--- src/rtl/kernel_nios2_qsys_0_oci_dct_packer.sv ---
// DCT code packer: shifts 2-bit trace codes into a 30-bit buffer and hands full or
// flushed words to the trace FIFO through a one-entry holding register.
module kernel_nios2_qsys_0_oci_dct_packer #(
    parameter int WORD_CODES = 15,
    parameter int DROP_CNT_W = 8
) (
    input  logic                  clk_i,
    input  logic                  reset_i,
    input  logic                  trc_on_i,
    input  logic                  dct_valid_i,
    input  logic [1:0]            dct_code_i,
    input  logic                  flush_i,
    input  logic                  fifo_full_i,
    output logic                  fifo_wrreq_o,
    output logic [35:0]           fifo_wrdata_o,
    output logic [29:0]           dct_buffer_o,
    output logic [3:0]            dct_count_o,
    output logic [DROP_CNT_W-1:0] dropped_count_o,
    output logic                  overflow_o
);

    localparam logic [3:0] WORD_CNT = 4'(WORD_CODES);

    logic [29:0]           buffer_q,   buffer_d;
    logic [3:0]            count_q,    count_d;
    logic                  wrreq_q,    wrreq_d;
    logic [35:0]           wrdata_q,   wrdata_d;
    logic [DROP_CNT_W-1:0] dropped_q,  dropped_d;
    logic                  overflow_q, overflow_d;
    logic                  ovf_pend_q, ovf_pend_d;

    logic        cnt_full_s;
    logic        hold_free_s;
    logic        emit_s;
    logic        write_s;
    logic        code_in_s;
    logic        accept_s;
    logic        drop_s;
    logic [29:0] base_buf_s;
    logic [3:0]  base_cnt_s;

    assign cnt_full_s  = (count_q == WORD_CNT);
    assign hold_free_s = ~wrreq_q | ~fifo_full_i;
    assign write_s     = wrreq_q & ~fifo_full_i;
    assign emit_s      = hold_free_s & (cnt_full_s | (flush_i & (count_q != 4'd0)));
    assign code_in_s   = trc_on_i & dct_valid_i;
    // An emit empties the buffer first, so a full buffer only drops when it cannot emit.
    assign accept_s    = code_in_s & (~cnt_full_s | emit_s);
    assign drop_s      = code_in_s & cnt_full_s & ~emit_s;

    assign base_buf_s  = emit_s ? 30'd0 : buffer_q;
    assign base_cnt_s  = emit_s ? 4'd0  : count_q;

    // Next-state for packing buffer, holding register and drop bookkeeping.
    always_comb begin
        buffer_d   = base_buf_s;
        count_d    = base_cnt_s;
        wrreq_d    = wrreq_q;
        wrdata_d   = wrdata_q;
        dropped_d  = dropped_q;
        overflow_d = overflow_q;
        ovf_pend_d = ovf_pend_q;

        if (accept_s) begin
            buffer_d = {dct_code_i, base_buf_s[29:2]};
            count_d  = base_cnt_s + 4'd1;
        end else begin
            buffer_d = base_buf_s;
            count_d  = base_cnt_s;
        end

        if (emit_s) begin
            wrdata_d   = {ovf_pend_q, 1'b0, count_q, buffer_q};
            wrreq_d    = 1'b1;
            ovf_pend_d = 1'b0;
        end else if (write_s) begin
            wrreq_d = 1'b0;
        end else begin
            wrreq_d = wrreq_q;
        end

        if (drop_s) begin
            overflow_d = 1'b1;
            ovf_pend_d = 1'b1;
            if (dropped_q != {DROP_CNT_W{1'b1}}) begin
                dropped_d = dropped_q + DROP_CNT_W'(1);
            end else begin
                dropped_d = dropped_q;
            end
        end else begin
            dropped_d = dropped_q;
        end
    end

    // State registers with asynchronous reset.
    always_ff @(posedge clk_i or posedge reset_i) begin
        if (reset_i) begin
            buffer_q   <= 30'd0;
            count_q    <= 4'd0;
            wrreq_q    <= 1'b0;
            wrdata_q   <= 36'd0;
            dropped_q  <= '0;
            overflow_q <= 1'b0;
            ovf_pend_q <= 1'b0;
        end else begin
            buffer_q   <= buffer_d;
            count_q    <= count_d;
            wrreq_q    <= wrreq_d;
            wrdata_q   <= wrdata_d;
            dropped_q  <= dropped_d;
            overflow_q <= overflow_d;
            ovf_pend_q <= ovf_pend_d;
        end
    end

    assign fifo_wrreq_o    = wrreq_q;
    assign fifo_wrdata_o   = wrdata_q;
    assign dct_buffer_o    = buffer_q;
    assign dct_count_o     = count_q;
    assign dropped_count_o = dropped_q;
    assign overflow_o      = overflow_q;

endmodule

--- config.mk ---
export PLATFORM = sky130hd
export DESIGN_NAME = kernel_nios2_qsys_0_oci_dct_packer
export DESIGN_NICKNAME = d
export VERILOG_FILES = /design/src/rtl/kernel_nios2_qsys_0_oci_dct_packer.sv
export SDC_FILE = /design/constraint.sdc
export NUM_CORES = 1
export LEC_CHECK = 0
export CORE_ASPECT_RATIO = 0.6
export CORE_MARGIN = 5
export CORE_UTILIZATION = 40
export CTS_BUF_LIST = sky130_fd_sc_hd__clkbuf_16
export CTS_CLUSTER_DIAMETER = 50
export DETAILED_ROUTE_END_ITERATION = 6
export PLACE_DENSITY_LB_ADDON = 0.15
export SETUP_SLACK_MARGIN = 0.4
export SLEW_MARGIN = 10
export SYNTH_ARGS = -nofsm -noshare
export SYNTH_HDL_FRONTEND = slang
export SYNTH_SLANG_ARGS = --single-unit
--- constraint.sdc ---
create_clock -name clk_i -period 7.2 [get_ports clk_i]
set_input_delay 1.44 -clock clk_i [delete_from_list [all_inputs] [get_ports clk_i]]
set_output_delay 1.44 -clock clk_i [all_outputs]
set_load 0.02 [all_outputs]
After elaboration in Yosys (flattened, before gate mapping)
Index checks and enable logic that the tools add are counted.
W data, S select, Z words.
- register bits after elaboration: 80
- output and inout bits: 80
- add/subtract/negate cells: 2
- eq/ne operators: 2
- mux-type cells: 8
- bitwise operators: 14
- reductions and logical operators: 5
- operators by type and width (cell ; number):
    $mux W30 ; 2
    $add A8 B1 Y8 const B ; 1
    $mux W4 ; 2
    $ne A8 B8 Y1 const B ; 1
    $and A1 B1 Y1 ; 7
    $reduce_bool A2 Y1 ; 3
    $add A4 B1 Y4 const B ; 1
    $eq A4 B4 Y1 const B ; 1
    $mux W1 ; 4
    $not A1 Y1 ; 4
    $reduce_bool A4 Y1 ; 1
    $or A1 B1 Y1 ; 3
    $reduce_and A2 Y1 ; 1

Longest topological paths before layout
- depth after elaboration: 7
- mapped depth: 6
- mapped depth without buffers: 6

Worst setup path after synthesis
No wires, ideal clock.
- kind: input-to-reg
- start: in flush_i
- end: reg count_q[1], in the netlist dct_count_o[1]
- setup time: 0.125 ns
- data arrival time: 2.479 ns
- data required time: 7.075 ns
- path slack: 4.596 ns
- cell stages on the path: 5
- buffers on the path: 0
- path through: a31o_2 o211a_4 nor2b_1 ha_1 mux2_2
- cells in the longest elaborated chain, start to end: 6
- RTL lines (what ; line ; RTL):
    start, declared ; 12 ; input logic flush_i,
    $and A1 B1 Y1 * ; 45 ; assign emit_s = hold_free_s & (cnt_full_s | (flush_i & (count_q != 4'd0)));
    $or A1 B1 Y1 * ; 45 ;
    $and A1 B1 Y1 * ; 45 ;
    $mux W4 or $or A1 B1 Y1 (tied branches) ; 52, 48 ;
    $add A4 B1 Y4 or $and A1 B1 Y1 (tied branches) ; 66, 48 ;
    $mux W4 * ; 64 ; if (accept_s) begin
    named net count_d[1] ; 25 ; logic [3:0] count_q, count_d;
    end signal, assigned ; 107 ; count_q <= count_d;
    end, declared ; 25 ;
Mark *: on every way through the listed nets, which the timed path passes. The rest lies on a longest branch.
A chain may end at the register's enable or synchronous reset.

Final worst setup path
- start: in flush_i
- end: reg wrdata_q[16], in the netlist fifo_wrdata_o[16]
- cells in the longest elaborated chain, start to end: 3
- RTL lines (what ; line ; RTL):
    $and A1 B1 Y1 ; 45 ;
    $or A1 B1 Y1 ; 45 ;
    $and A1 B1 Y1 ; 45 ;
    end signal, assigned ; 109 ; wrdata_q <= wrdata_d;
    end, declared ; 27 ; logic [35:0] wrdata_q, wrdata_d;
Every way passes these cells.

==> metrics <==
run status finished, final reports clean; drt via density 4.80; clock buffer depth 2; register area 2000 um^2; switching share of total power 0.296; fill count 720; Psw just under 400 uW; DRC violations left 0; Crit path max-delay family buffers and inverters; crit-path cells clkdlybuf4s50_1, o31a_1, o211a_4, buf_4, mux2_4; Clk Latency, worst-skew pair around 0.33 ns; io pins 88; initial antenna violation count 0; post-route clock period utilization 0.462; crit-path max cell delay ~0.56 ns; post-route minimum period 3.33 ns; routability cong. 0.741; mux cell area share after synthesis 0.162; commonest cells after routing, fill and taps aside clkdlybuf4s50_1 (86), dfrtp_1 (80), nand2_1 (62); layout cells sized above 1 0.165; H-Tree Depth 3; net count after synthesis 276; part of the power in combinational logic 0.260; largest net degree at the start of global routing 81; worst vdd ir roughly 0.26 mV; Design Area, Final 4570 um^2; Chip Width 129 um; cell count after synthesis ~270; vias in the first global route 2245; CP bufs+invs 2; FP Rows 26; DP Area 4290 um^2; Crit Path Class input port to flop; flops & latches, synth 80; TritonCTS clock tree done; CTS Buf Count 9; area grow syn2layout 35.3%; leading cell type in the layout, fill and taps excluded clkdlybuf4s50_1; Syn Area/Cell 12.7 um^2; sequential share of the synthesized area 0.593; total vias in the final route 2253; post-synthesis xor/xnor area fraction 0.0207; Critical Path Start Type input port; post-route ant nets 0; unrepaired setup endpoints after global routing no; Multi-input gate area 1260 um^2; relative slew slack 0.339; CP required 7.42 ns; chip height approximately 80 um; PwrDens 288 nW/um^2; CTS Hold Bufs 0; post-CTS sizing 0; Post-CTS Setup Repair Bufs 0; Slowest-stage cell, CP buf_4; Max Fclk 0.300 GHz; leakage dissipation 0.00203 uW; adder-cell share of the synthesized area 0.00741; CP Capture Type flop; Total Routing Usage GR 0.143; DP HPWL ~4600 um; Layout Skew ~0.0037 ns; compound-gate portion of the synthesized area 0.0774; initial DRC count 168; WL/cell 15.2 um; Worst Tran Pin Value 0.992 ns; nets@finish around 360; Clk pin slew, worst setup/hold paths approximately 0.06 ns; root buffer cell clkbuf_16; Cell Area, Synth 3380 um^2; Reg power frac 0.416; core area 8360 um^2; Hold Path Class flop to flop; final hold violation count 0; Sink Count 80; worst hold margin 0.474 ns; Die Area 10400 um^2; Yosys Warn Count 0; Routed WL 7120 um; grt ovf 0; crit path DAT 3.54 ns; final setup fails 0; Slew Viols, Final 0; Fin Setup TNS 0 ns; number of port buffers 86; simple-gate share of the synthesized area 0.103; Cell variety after synth 32; Final Core Density 0.547; internal power 926 uW; largest family of logic cells by synthesized area multiplexers; clock share of power 0.325; global-route wire length before repair 11600 um; total power draw 1320 uW; DRT Pass-1 Iters 4; antenna fix cells 0; Initial Util 0.404; Max-Cap Viols 0; worst-path fanout max 37
[final cells by class]
class                           count  area share
Clock buffer                        9      0.0493
Clock inverter                      7      0.0120
Inverter                            1     0.00110
Multi-Input combinational cell    171       0.275
Sequential cell                    80       0.438
Tap cell                          112      0.0307
Timing Repair Buffer               89       0.193
[synthesized netlist by cell type]
cell type	number	area (um^2)
dfrtp_1	80	2000
nand2_1	62	233
mux2_4	35	526
a21oi_1	29	145
buf_6	7	78.8
xnor2_1	6	52.6
nand4_1	5	31.3
nor2_1	5	18.8
and3_1	3	18.8
buf_2	3	15.0
nor2b_1	3	18.8
a22o_1	2	17.5
a31oi_1	2	12.5
buf_4	2	15.0
clkbuf_1	2	7.51
ha_1	2	25.0
mux2_2	2	22.5
xor2_1	2	17.5
a211oi_4	1	20.0
a31o_2	1	8.76
a41oi_1	1	8.76
and4_1	1	8.76
conb_1	1	3.75
inv_1	1	3.75
nand2b_1	1	6.26
nand3_1	1	5.00
o211a_4	1	17.5
o21ai_0	1	5.00
o21ba_2	1	10.0
o21bai_1	1	7.51
o31a_1	1	8.76
or2_2	1	6.26
[worst register-to-register path: cells and delay by family (launching register included)]
family / cells / cell delay, ns
muxes: 1 / 0.36
buffers and inverters: 1 / 0.57
DFF: 1 / 0.53
AOI/OAI and AO/OA: 2 / 0.73
[final timing paths]
| check | slack (ns) | endpoint | from | cells past startpoint |
|---|---|---|---|---|
| max in group asynchronous | 4.83 | dct_buffer_o[24]$_DFF_PP0_ | reset_i | 3 |
| min in group asynchronous | 1.74 | fifo_wrdata_o[19]$_DFFE_PP0P_ | reset_i | 3 |
| worst min-delay path | 0.47 | overflow_o$_DFFE_PP0P_ | overflow_o$_DFFE_PP0P_ | 1 |
| worst min register to register | 0.47 | overflow_o$_DFFE_PP0P_ | overflow_o$_DFFE_PP0P_ | 1 |
| worst max-delay path | 3.87 | fifo_wrdata_o[16]$_DFFE_PP0P_ | flush_i | 5 |
| worst max register to register | 4.90 | fifo_wrdata_o[16]$_DFFE_PP0P_ | dct_count_o[2]$_DFF_PP0_ | 4 |
[flip-flops by register name (all words and copies together), names as in the netlist]
register / count
dct_buffer_o: 30
dropped_count_o: 8
overflow_o: 1
fifo_wrdata_o: 35
ovf_pend_q: 1
fifo_wrreq_o: 1
dct_count_o: 4
[metrics by stage]
step	cells	setup slack (ns)
finish	469	3.87
floorplan	266	3.71
CTS	469	3.89
global route	469	3.77
detailed placement	453	3.53
global placement	453	3.58
[cell families (layout without fill, tap and decap cells)]
logic type / count (synthesis) / after routing
multiplexers: 37 / 37
buffers and inverters: 15 / 106
AND/OR/NAND/NOR: 82 / 82
AO/OA/AOI/OAI: 41 / 41
XOR/XNOR: 8 / 8
other: 1 / 1
adder cells (fa/ha/maj): 2 / 2
flip-flops: 80 / 80
[metal layers]
| metal | vias to the layer above | routed length [um] | track usage |
|---|---|---|---|
| met1 | 1097 | 3740 | 0.216 |
| met5 | - | 0 | 0 |
| met4 | 0 | 61 | 0.0409 |
| met2 | 72 | 2760 | 0.181 |
| li1 | 1074 | - | - |
| met3 | 10 | 565 | 0.0644 |
[power groups by stage]
stage                     sequential [uW]  combinational [uW]  clock [uW]
after floorplan                       599                 178           0
after global placement                552                 342           0
after detailed placement              551                 344           0
after CTS                             547                 344         443
after global routing                  554                 365         460
final                                 547                 342         427
Note: power is estimated with default switching activity, not from simulation.
